--- config.mk ---
export PLATFORM = sky130hd
export DESIGN_NAME = lsu_bus
export DESIGN_NICKNAME = d
export VERILOG_FILES = /design/src/rtl/lsu_bus_pkg.sv /design/src/rtl/lsu_bus.sv
export SDC_FILE = /design/constraint.sdc
export NUM_CORES = 1
export LEC_CHECK = 0
export CAP_MARGIN = 20
export CELL_PAD_IN_SITES_DETAIL_PLACEMENT = 0
export CELL_PAD_IN_SITES_GLOBAL_PLACEMENT = 1
export CORE_MARGIN = 1.5
export CORE_UTILIZATION = 34
export DETAILED_ROUTE_END_ITERATION = 6
export PLACE_DENSITY = 0.94
export SLEW_MARGIN = 40
export SYNTH_ARGS = -nofsm -noshare
export SYNTH_HDL_FRONTEND = slang
export SYNTH_SLANG_ARGS = --single-unit
--- constraint.sdc ---
create_clock -name i_clk -period 9 [get_ports i_clk]
set_clock_uncertainty 0.2 [all_clocks]
set_input_delay 0.9 -clock i_clk [delete_from_list [all_inputs] [get_ports i_clk]]
set_output_delay 0.9 -clock i_clk [all_outputs]
set_load 0.03 [all_outputs]
--- src/rtl/lsu_bus_pkg.sv ---
// Shared state encodings and bus widths for the load/store bus controller.
package lsu_bus_pkg;

  localparam int BUS_AW  = 32;
  localparam int BUS_DW  = 32;
  localparam int BUS_BEW = BUS_DW / 8;

  typedef enum logic [1:0] {
    ST_IDLE = 2'd0,
    ST_ADDR = 2'd1,
    ST_RESP = 2'd2
  } state_e;

endpackage

--- src/rtl/lsu_bus.sv ---
// Load/store bus controller: one aligned access per request, valid/ready address phase then response phase.
// Optional response timeout is built only when LSU_BUS_TIMEOUT_EN is defined.
module lsu_bus
  import lsu_bus_pkg::*;
#(
  parameter int TIMEOUT_CYCLES = 255,
  parameter int CNT_W          = 8
) (
  input  logic              i_clk,
  input  logic              i_rst,
  input  logic              i_req,
  input  logic              i_store,
  input  logic [BUS_AW-1:0] i_addr,
  input  logic [BUS_DW-1:0] i_data_wr,
  input  logic [BUS_BEW-1:0] i_we,
  output logic              o_busy,
  output logic              o_done,
  output logic              o_err,
  output logic [BUS_DW-1:0] o_data_rd,
  output logic              o_bus_valid,
  input  logic              i_bus_ready,
  output logic [BUS_AW-1:0] o_bus_addr,
  output logic [BUS_DW-1:0] o_bus_wdata,
  output logic [BUS_BEW-1:0] o_bus_we,
  output logic              o_bus_wr,
  input  logic              i_bus_rvalid,
  input  logic [BUS_DW-1:0] i_bus_rdata,
  input  logic              i_bus_err
);

  state_e               state_q, state_d;
  logic [BUS_AW-1:2]    addr_q, addr_d;
  logic [BUS_DW-1:0]    wdata_q, wdata_d;
  logic [BUS_BEW-1:0]   we_q, we_d;
  logic                 store_q, store_d;
  logic                 done_q, done_d;
  logic                 err_q, err_d;
  logic [BUS_DW-1:0]    rdata_q, rdata_d;

  logic accept;
  logic bad_len;
  logic resp_fire;
  logic timeout;
  logic unused_addr_lsb;

  assign accept    = (state_q == ST_IDLE) && i_req;
  assign bad_len   = i_store && (i_we == '0);
  // A response in ADDR only counts when the address phase is accepted in the same cycle.
  assign resp_fire = ((state_q == ST_ADDR) && i_bus_ready && i_bus_rvalid) ||
                     ((state_q == ST_RESP) && i_bus_rvalid);
  assign unused_addr_lsb = ^i_addr[1:0];

`ifdef LSU_BUS_TIMEOUT_EN
  logic [CNT_W-1:0] cnt_q, cnt_d;

  always_comb begin
    cnt_d = cnt_q;
    if (state_q == ST_IDLE) cnt_d = '0;
    else                    cnt_d = cnt_q + CNT_W'(1);
  end

  always_ff @(posedge i_clk or posedge i_rst) begin
    if (i_rst) cnt_q <= '0;
    else       cnt_q <= cnt_d;
  end

  // Fires on the last waiting cycle so o_done lands TIMEOUT_CYCLES cycles after ADDR entry.
  assign timeout = (state_q != ST_IDLE) && (cnt_q == CNT_W'(TIMEOUT_CYCLES - 1));
`else
  logic unused_cfg;
  assign unused_cfg = ^{TIMEOUT_CYCLES, CNT_W};
  assign timeout    = 1'b0;
`endif

  always_ff @(posedge i_clk or posedge i_rst) begin
    if (i_rst) state_q <= ST_IDLE;
    else       state_q <= state_d;
  end

  always_comb begin
    state_d = state_q;
    case (state_q)
      ST_IDLE: if (i_req && !bad_len) state_d = ST_ADDR;
      ST_ADDR: begin
        if (resp_fire || timeout) state_d = ST_IDLE;
        else if (i_bus_ready)     state_d = ST_RESP;
      end
      ST_RESP: if (resp_fire || timeout) state_d = ST_IDLE;
      default: state_d = ST_IDLE;
    endcase
  end

  always_comb begin
    addr_d  = addr_q;
    wdata_d = wdata_q;
    we_d    = we_q;
    store_d = store_q;
    rdata_d = rdata_q;
    if (accept && !bad_len) begin
      addr_d  = i_addr[BUS_AW-1:2];
      wdata_d = i_data_wr;
      we_d    = i_store ? i_we : '0;
      store_d = i_store;
    end
    done_d = (accept && bad_len) || resp_fire || timeout;
    err_d  = resp_fire ? i_bus_err : timeout;
    if (resp_fire && !store_q) rdata_d = i_bus_rdata;
  end

  always_ff @(posedge i_clk or posedge i_rst) begin
    if (i_rst) begin
      addr_q  <= '0;
      wdata_q <= '0;
      we_q    <= '0;
      store_q <= 1'b0;
      done_q  <= 1'b0;
      err_q   <= 1'b0;
      rdata_q <= '0;
    end else begin
      addr_q  <= addr_d;
      wdata_q <= wdata_d;
      we_q    <= we_d;
      store_q <= store_d;
      done_q  <= done_d;
      err_q   <= err_d;
      rdata_q <= rdata_d;
    end
  end

  assign o_busy      = !i_rst && ((state_q != ST_IDLE) || i_req);
  assign o_done      = done_q;
  assign o_err       = err_q;
  assign o_data_rd   = rdata_q;
  assign o_bus_valid = (state_q == ST_ADDR);
  assign o_bus_addr  = {addr_q, 2'b00};
  assign o_bus_wdata = wdata_q;
  assign o_bus_we    = we_q;
  assign o_bus_wr    = store_q;

endmodule
==> flow_summary_export.csv, run 1 <==
group,metric,value,unit
cells_and_area,final-seq-area,2577,sq um
place,dp_slack,5.179,ns
clock_network,cts.htree.levels,3,
logic_synthesis,syn_area_per_cell,17.72,sq um
power_and_ir_drop,max-vdd-ir-drop,0.1987,mV
critical_path,reg2reg_to,"addr_q[30]$_DFFE_PP0P_",
cells_and_area,nets,554,
critical_path,reg2regPathDepth,4,
clock_network,cts_buffers,9,
place,place_hpwl,7166,um
logic_synthesis,syn_area,4200,sq um
timing,setup_viol,0,
global_route,first_global_vias,3010,
cells_and_area,fillCellCount,999,
cells_and_area,multi_input_area,1469,sq um
power_and_ir_drop,p_leak,2.845,nW
critical_path,cpMostUsedCell,"clkdlybuf4s50_1",
global_route,track_usage,14.69,%
flow_run,max_cap_violations,0,
timing,hold_ws,0.3019,ns
detailed_routing,wl_per_cell,15.95,um
logic_synthesis,ys_ff_latch,103,
die,start_util,34.97,%
die,fp.dieH,114.1,um
timing,tightest_slew,0.6366,ns
detailed_routing,drc,0,
clock_network,cts_sinks,103,
timing,finalCritPeriodShare,36.67,%
clock_network,clock_path_buffers,2,
logic_synthesis,yosysWarnings,0,
clock_network,cts_tree,"yes",
critical_path,cpMaxStageDelayCell,"clkdlybuf4s50_1",
critical_path,reg2reg_from,"state_q[1]$_DFFE_PP0P_",
clock_network,clk_latency,0.33,ns
die,fp.dieW,114.1,um
critical_path,cp_data_required_time,7.90,ns
clock_network,cts_resized,0,
place,numPortBuffers,207,
detailed_routing,drt_first_pass_iters,3,
timing,grt_setup_unrepaired,"false",
power_and_ir_drop,power_density,347.2,nW/um^2
die,ios,212,
cells_and_area,drive_above_1_share,26.33,%
critical_path,arrival,2.20,ns
cells_and_area,antennaDiodeCount,0,
cells_and_area,area_delta_synth_final,58.06,%
hold_path,hold_class,"reg -> reg",
die,core_region_area,12010,sq um
timing,hold_viol,0,
detailed_routing,routed_wirelength,9555,um
timing,finalCriticalPeriod,3.300,ns
critical_path,crit_chain,"clkdlybuf4s50_1, nor3_1, nor2_1, clkdlybuf4s50_1",
clock_network,cts_root_buf,"clkbuf_16",
timing,clock.fmax,0.3030,GHz
timing,maxSlewViolCount,0,
logic_synthesis,yosysSeqAreaShare,61.36,%
hold_path,hold_end,"o_bus_we[2]$_DFFE_PP0P_",
logic_synthesis,synthCells,237,
hold_path,hold_start,"o_bus_we[2]$_DFFE_PP0P_",
critical_path,endpoint_kind,"output pin",
status,run_status,"finished, final reports clean",
critical_path,path_class,"in -> out",
global_route,antenna_found_initial,0,
detailed_routing,via_count,2720,
clock_network,clk_pin_slew,0.07,ns
die,num_rows,40,
critical_path,slowest_delay,0.68,ns
detailed_routing,drt-vias-per-instance,4.541,
global_route,grt.overflow.total,0,
clock_network,postCtsSetupBuffers,0,
critical_path,crit_path_start_kind,"primary input",
timing,slew_headroom,57.56,%
global_route,grt_pass1_wl,14990,um
detailed_routing,first_iter_violations,76,
hold_path,min_path_cells,1,
die,die_area,13030,sq um
detailed_routing,drtAntennaViolNets,0,
critical_path,worst-path-max-fanout,2,
timing,finalSetupTns,0,ns
global_route,grt_max_degree,68,
clock_network,ctsHoldBuffers,0,
logic_synthesis,ys_types,21,
critical_path,r2r_slack,6.31,ns
timing,setup_ws,5.700,ns
place,finalWeightedCongestion,0.7157,
[power by group]
part	internal (mW)	switching, mW	total (mW)
Sequential	0.655	0.109	0.765
Clock	0.190	0.172	0.363
Combinational	0.585	0.593	1.18
[Yosys cell counts]
library cell | number | area share, %
a21bo_2 | 1 | 0.24
a21oi_1 | 4 | 0.48
a32o_1 | 4 | 0.95
buf_12 | 6 | 2.9
buf_2 | 3 | 0.36
buf_4 | 2 | 0.36
buf_6 | 1 | 0.27
conb_1 | 1 | 0.089
dfrtp_1 | 103 | 61
inv_1 | 4 | 0.36
mux2_2 | 34 | 9.1
mux2_4 | 60 | 21
nand2_1 | 1 | 0.089
nand2b_1 | 3 | 0.45
nand3b_1 | 1 | 0.18
nor2_1 | 2 | 0.18
nor3_1 | 1 | 0.12
nor3b_2 | 1 | 0.30
o21a_1 | 1 | 0.18
o21ai_0 | 3 | 0.36
or4_4 | 1 | 0.27
[how the worst max path moves through the flow]
stage / startpoint / to / slack [ns] / depth (start not counted)
floorplan: i_rst / addr_q[10]$_DFFE_PP0P_ / 5.20 / 1
global placement: i_req / addr_q[29]$_DFFE_PP0P_ / 5.25 / 5
detailed placement: i_req / addr_q[30]$_DFFE_PP0P_ / 5.18 / 5
CTS: i_req / addr_q[30]$_DFFE_PP0P_ / 5.53 / 5
global route: i_req / addr_q[30]$_DFFE_PP0P_ / 5.58 / 5
finish: i_req / o_busy / 5.70 / 4
[worst max-delay path, delay by kind of cell]
kind | cells | cell delay [ns]
buf+inv | 2 | 1.15
simple gates | 2 | 0.14
[layer usage]
metal	track usage, %	vias up	share of wire (%)
li1	-	1249	-
met1	18.25	1324	42
met2	24.66	134	49
met3	3.600	13	7.3
met4	5.917	0	1.8
met5	0	-	0
[placed cells by master (no fill, tap or decap), drive strengths merged, types with 2 or more instances in the layout]
master,count
clkdlybuf4s50,207
dfrtp,103
mux2,94
clkbuf,9
inv,6
a32o,4
a21oi,4
clkinv,4
nand2b,3
o21ai,3
buf,3
nor2,2
conb,2
[per-stage QoR]
stage	total power, mW	instance area [sq um]	util [%]	instances
floorplan	1.466	4204	-	238
global placement	1.935	6335	52.74	582
detailed placement	1.959	6350	52.86	583
CTS	2.336	6631	55.21	599
global route	2.414	6639	55.27	599
finish	2.305	6639	55.27	599
[area by class of cell]
class	instances	area share (%)
Clock inverter	7	0.8481
Inverter	4	0.2639
Tap cell	147	2.770
Timing Repair Buffer	210	31.78
Sequential cell	103	38.82
Clock buffer	9	3.392
Multi-Input combinational cell	119	22.13
[state kept, by name, indices dropped and copies added, names as in the netlist]
name and cells:
o_bus_we 4, o_bus_wdata 32, o_bus_wr 1, o_done 1, o_data_rd 32, addr_q 30
state_q 2, o_err 1
[logic make-up after synthesis]
kind of cell	synth area share, %
DFF	61.36
AOI/OAI and AO/OA	2.204
other	0.08928
buffers and inverters	4.200
muxes	30.56
and+or+nand+nor	1.579
(Power assumes the default switching activity.)
==> run 2: changes to the inputs <==
- CORE_UTILIZATION: 34 -> 32
- PLACE_DENSITY: 0.94 -> 0.89
- clock period: 9 -> 3.3 ns (I/O delays scaled with it)
==> run 2 against run 1 <==
Against the previous run: largest cell class unchanged; largest power group unchanged; final area is 0.60% higher; setup slack got worse by 4.6 ns; critical path depth fell by 1.
==> flow_summary_export.csv, run 2 (synthesis gave the netlist of run 1 again) <==
group,metric,value,unit
status,run_status,"finished, final reports clean",
clock_network,cts_resized,0,
clock_network,ctsHoldBuffers,0,
cells_and_area,nets,556,
detailed_routing,first_iter_violations,107,
power_and_ir_drop,max-vdd-ir-drop,0.3616,mV
place,numPortBuffers,207,
die,ios,212,
critical_path,cp_data_required_time,2.77,ns
critical_path,worst-path-max-fanout,5,
cells_and_area,finalNonFillerCells,625,
critical_path,cpMaxStageDelayCell,"clkdlybuf4s50_1",
timing,hold_viol,0,
die,num_rows,41,
global_route,track_usage,14.54,%
clock_network,cts.htree.levels,3,
global_route,first_global_vias,2989,
detailed_routing,wl_per_cell,15.64,um
clock_network,clk_latency,0.33,ns
detailed_routing,drt_first_pass_iters,4,
global_route,grt_max_degree,53,
global_route,grt.overflow.total,0,
timing,hold_ws,0.2563,ns
clock_network,cts_buffers,9,
global_route,antenna_found_initial,0,
cells_and_area,drive_above_1_share,26.27,%
detailed_routing,drt-vias-per-instance,4.379,
die,fp.dieW,117.6,um
timing,tightest_slew,0.6490,ns
critical_path,crit_chain,"nand2b_1, inv_1, clkdlybuf4s50_1",
critical_path,crit_path_start_kind,"register",
timing,clock.fmax,0.4547,GHz
detailed_routing,drc,0,
timing,maxSlewViolCount,0,
place,placed_cells,610,
cells_and_area,area_delta_synth_final,59.01,%
critical_path,arrival,1.67,ns
power_and_ir_drop,p_leak,2.855,nW
timing,setup_viol,0,
die,core_region_area,12720,sq um
die,fp.dieH,117.6,um
clock_network,cts_tree,"yes",
detailed_routing,via_count,2737,
critical_path,slowest_delay,0.67,ns
place,place_hpwl,7327,um
global_route,grt_pass1_wl,15900,um
flow_run,max_cap_violations,0,
critical_path,endpoint_kind,"output pin",
timing,finalCriticalPeriod,2.199,ns
timing,finalSetupTns,0,ns
clock_network,clk_pin_slew,0.06,ns
clock_network,cts_root_buf,"clkbuf_16",
cells_and_area,layout_common_cells,"clkdlybuf4s50_1, dfrtp_1, mux2_4",
critical_path,reg2regPathDepth,5,
detailed_routing,drtAntennaViolNets,0,
clock_network,postCtsSetupBuffers,0,
hold_path,hold_class,"in -> async",
place,finalWeightedCongestion,0.7672,
die,start_util,33.02,%
clock_network,cts_sinks,103,
timing,finalCritPeriodShare,66.64,%
clock_network,clock_path_buffers,2,
die,die_area,13820,sq um
cells_and_area,final_common_cell,"clkdlybuf4s50_1",
timing,grt_setup_unrepaired,"false",
detailed_routing,routed_wirelength,9777,um
cells_and_area,antennaDiodeCount,0,
critical_path,path_class,"reg -> out",
power_and_ir_drop,power_density,937.5,nW/um^2
timing,slew_headroom,56.73,%
run 2: final timing paths:
check / start / end / slack [ns]
worst min-delay path: i_rst / o_data_rd[20]$_DFFE_PP0P_ / 0.26
worst max register to register: state_q[1]$_DFFE_PP0P_ / addr_q[30]$_DFFE_PP0P_ / 1.21
worst max-delay path: state_q[1]$_DFFE_PP0P_ / o_bus_valid / 1.10
min in group i_clk: o_data_rd[9]$_DFFE_PP0P_ / o_data_rd[9]$_DFFE_PP0P_ / 0.31
max in group asynchronous: i_rst / o_bus_wdata[5]$_DFFE_PP0P_ / 1.90
worst min register to register: o_data_rd[9]$_DFFE_PP0P_ / o_data_rd[9]$_DFFE_PP0P_ / 0.31
run 2: report_power, final:
| part | internal, mW | switching (mW) | total [mW] |
|---|---|---|---|
| Clock | 0.524 | 0.435 | 0.959 |
| Combinational | 1.60 | 1.62 | 3.22 |
| Sequential | 1.79 | 0.291 | 2.08 |
| Total | 3.92 | 2.34 | 6.26 |
run 2: per-stage QoR:
stage	worst slack [ns]	total power [mW]	cell area (sq um)	utilization [%]
2_1_floorplan	0.06616	3.999	4204	-
3_5_place_dp	0.7814	5.346	6414	50.41
5_1_grt	1.033	6.542	6679	52.50
3_3_place_gp	0.8046	5.282	6414	50.41
4_1_cts	1.077	6.337	6679	52.50
6_report	1.101	6.261	6679	52.50
run 2: metal layers:
layer | wire [um] | GRT usage, % | vias up | part of all wire, %
met5 | 0 | 0 | - | 0
met4 | 148 | 5.335 | 0 | 1.5
met3 | 523 | 4.070 | 11 | 5.3
met2 | 5027 | 24.93 | 110 | 51
met1 | 4079 | 17.47 | 1363 | 42
li1 | - | - | 1253 | -
run 2: critical path: cells and delay by family (launching register included):
family | cells | cell delay, ns
buffers and inverters | 2 | 0.73
AND/OR/NAND/NOR | 1 | 0.18
flip-flops | 1 | 0.43
run 2: area by class of cell:
class	instances	area, sq um
clock buffer	11	242.7
clock inverter	4	22.52
fill	1092	6043
inverter	4	17.52
multi-input combinational	119	1469
sequential	103	2577
tap	172	215.2
timing repair buffer	212	2135
==> run 3: changes to the inputs <==
- CORE_UTILIZATION: 32 -> 28
- PLACE_DENSITY: 0.89 -> 0.83
- clock period: 3.3 -> 1.91 ns (I/O delays scaled with it)
==> run 3 against run 2 <==
Against the previous run: die area grew 14%; register-to-register slack lost 1.2 ns; non-clock buffer count grew 18; setup slack lost 1.1 ns; critical path depth grew 2; critical path type is now in -> reg; critical endpoint is now o_bus_wdata[1]$_DFFE_PP0P_.
==> flow_summary_export.csv, run 3 (synthesis gave the netlist of run 1 again) <==
group,metric,value,unit
die,fp.dieH,125.5,um
clock_network,cts.htree.levels,3,
global_route,grt_max_degree,59,
place,place_hpwl,7401,um
detailed_routing,wl_per_cell,15.96,um
clock_network,cts_sinks,103,
critical_path,worst-path-max-fanout,7,
detailed_routing,routed_wirelength,10440,um
clock_network,cts_buffers,9,
cells_and_area,final_common_cell,"clkdlybuf4s50_1",
power_and_ir_drop,power_density,1587,nW/um^2
detailed_routing,via_count,2819,
timing,maxSlewViolCount,0,
detailed_routing,drt-vias-per-instance,4.310,
place,dp_slack,-0.3700,ns
die,die_area,15750,sq um
detailed_routing,drc,0,
die,ios,212,
critical_path,r2r_slack,0.06,ns
timing,finalCritPeriodShare,97.49,%
status,run_status,"finished, final reports clean",
global_route,first_global_vias,2966,
cells_and_area,nets,575,
cells_and_area,fillCellCount,1253,
timing,hold_viol,0,
flow_run,max_cap_violations,0,
clock_network,cts_tree,"yes",
die,fp.dieW,125.5,um
timing,setup_ws,0.04790,ns
place,place_area,6535,sq um
critical_path,crit_path_start_kind,"primary input",
cells_and_area,layout_common_cells,"clkdlybuf4s50_1, dfrtp_1, mux2_4",
timing,clock.fmax,0.5370,GHz
global_route,grt.overflow.total,0,
cells_and_area,antennaDiodeCount,0,
critical_path,reg2reg_from,"state_q[0]$_DFFE_PP0P_",
cells_and_area,final_area,6970,sq um
hold_path,hold_class,"in -> reg",
die,start_util,28.79,%
critical_path,arrival,1.88,ns
place,finalWeightedCongestion,0.7600,
timing,setup_viol,0,
place,numPortBuffers,207,
critical_path,reg2reg_to,"o_data_rd[2]$_DFFE_PP0P_",
critical_path,endpoint_kind,"register",
critical_path,setup.worst_path.end,"o_bus_wdata[1]$_DFFE_PP0P_",
die,core_region_area,14590,sq um
die,num_rows,44,
detailed_routing,drtAntennaViolNets,0,
cells_and_area,drive_above_1_share,28.09,%
timing,finalCriticalPeriod,1.862,ns
cells_and_area,area_delta_synth_final,65.95,%
clock_network,clock_path_buffers,2,
clock_network,cts_root_buf,"clkbuf_16",
clock_network,clk_pin_slew,0.06,ns
global_route,antenna_found_initial,0,
global_route,track_usage,12.83,%
power_and_ir_drop,max-vdd-ir-drop,0.7028,mV
critical_path,cp-startpoint,"i_we[3]",
timing,grt_setup_unrepaired,"false",
detailed_routing,drt_first_pass_iters,4,
critical_path,reg2regPathDepth,5,
detailed_routing,first_iter_violations,60,
clock_network,clk_latency,0.34,ns
critical_path,path_class,"in -> reg",
critical_path,cp_data_required_time,1.93,ns
power_and_ir_drop,p_leak,3.006,nW
global_route,grt_pass1_wl,15760,um
## run 3: changes by cell type in the layout (fill, tap and decap cells not counted), sizes merged
cell / delta
buf: +11
clkdlybuf4s50: -5
clkbuf: +4
dlygate4sd3: +4
dlymetal6s2s: +3
clkinv: -2
bufinv: +1
dlygate4sd2: +1
inv: -1
o21a: +1
## run 3: per-layer routing
layer | GRT usage, % | part of all wire, % | vias up
li1 | - | - | 1296
met1 | 15.98 | 43 | 1360
met2 | 19.76 | 47 | 149
met3 | 4.750 | 8.8 | 14
met4 | 6.083 | 1.9 | 0
met5 | 0 | 0 | -
## run 3: report_power, final
part           switching, mW  internal (mW)  leakage [nW]
Clock                  0.730          0.992         0.131
Sequential             0.511           3.09          1.23
Combinational           2.84           2.90          1.65
## run 3: cell type report
class                   count  area (sq um)  share of cell area, %
clock inverters             2         35.03                 0.5026
repair buffers            230          2386                  34.23
multi-input cells         120          1490                  21.38
well taps                 184         230.2                  3.303
flip-flops and latches    103          2577                  36.98
inverters                   4         18.77                 0.2693
clock buffers              11         232.7                  3.339
## run 3: critical path, stage by stage
cell and delay (ns):
clkdlybuf4s50_1 0.44, or4_4 0.47, o21a_4 0.30, clkbuf_16 0.19
mux2_4 0.29
## run 3: worst min path at each step
| stage | from | endpoint | slack (ns) | depth (start not counted) |
|---|---|---|---|---|
| after floorplan | i_bus_rvalid | state_q[1]$_DFFE_PP0P_ | 0.05 | 1 |
| after global placement | o_bus_we[2]$_DFFE_PP0P_ | o_bus_we[2]$_DFFE_PP0P_ | 0.28 | 1 |
| after detailed placement | o_bus_we[2]$_DFFE_PP0P_ | o_bus_we[2]$_DFFE_PP0P_ | 0.28 | 1 |
| after CTS | i_bus_err | o_err$_DFF_PP0_ | 0.18 | 3 |
| after global routing | i_we[0] | o_done$_DFF_PP0_ | 0.16 | 4 |
| final | i_we[0] | o_done$_DFF_PP0_ | 0.14 | 4 |
## run 3: timing repair
action                                  CTS  global route
endpoints found under the hold margin     1             3
buffers inserted                          0             1
pin swaps                                 0             3
hold buffers                              1             3
gates resized for setup                   2            10
gates cloned                              0             5
endpoints found under the setup margin    2            61
## run 3: stage by stage
step / std cells / utilization (%) / power [mW] / setup TNS, ns / hold WS, ns
2_1_floorplan: 238 / - / 6.910 / 0 / 0.05414
3_3_place_gp: 631 / 44.79 / 9.222 / -22.47 / 0.2786
3_5_place_dp: 631 / 44.79 / 9.302 / -24.57 / 0.2816
4_1_cts: 645 / 46.68 / 11.10 / 0 / 0.1760
5_1_grt: 654 / 47.78 / 11.60 / 0 / 0.1575
6_report: 654 / 47.78 / 11.06 / 0 / 0.1433
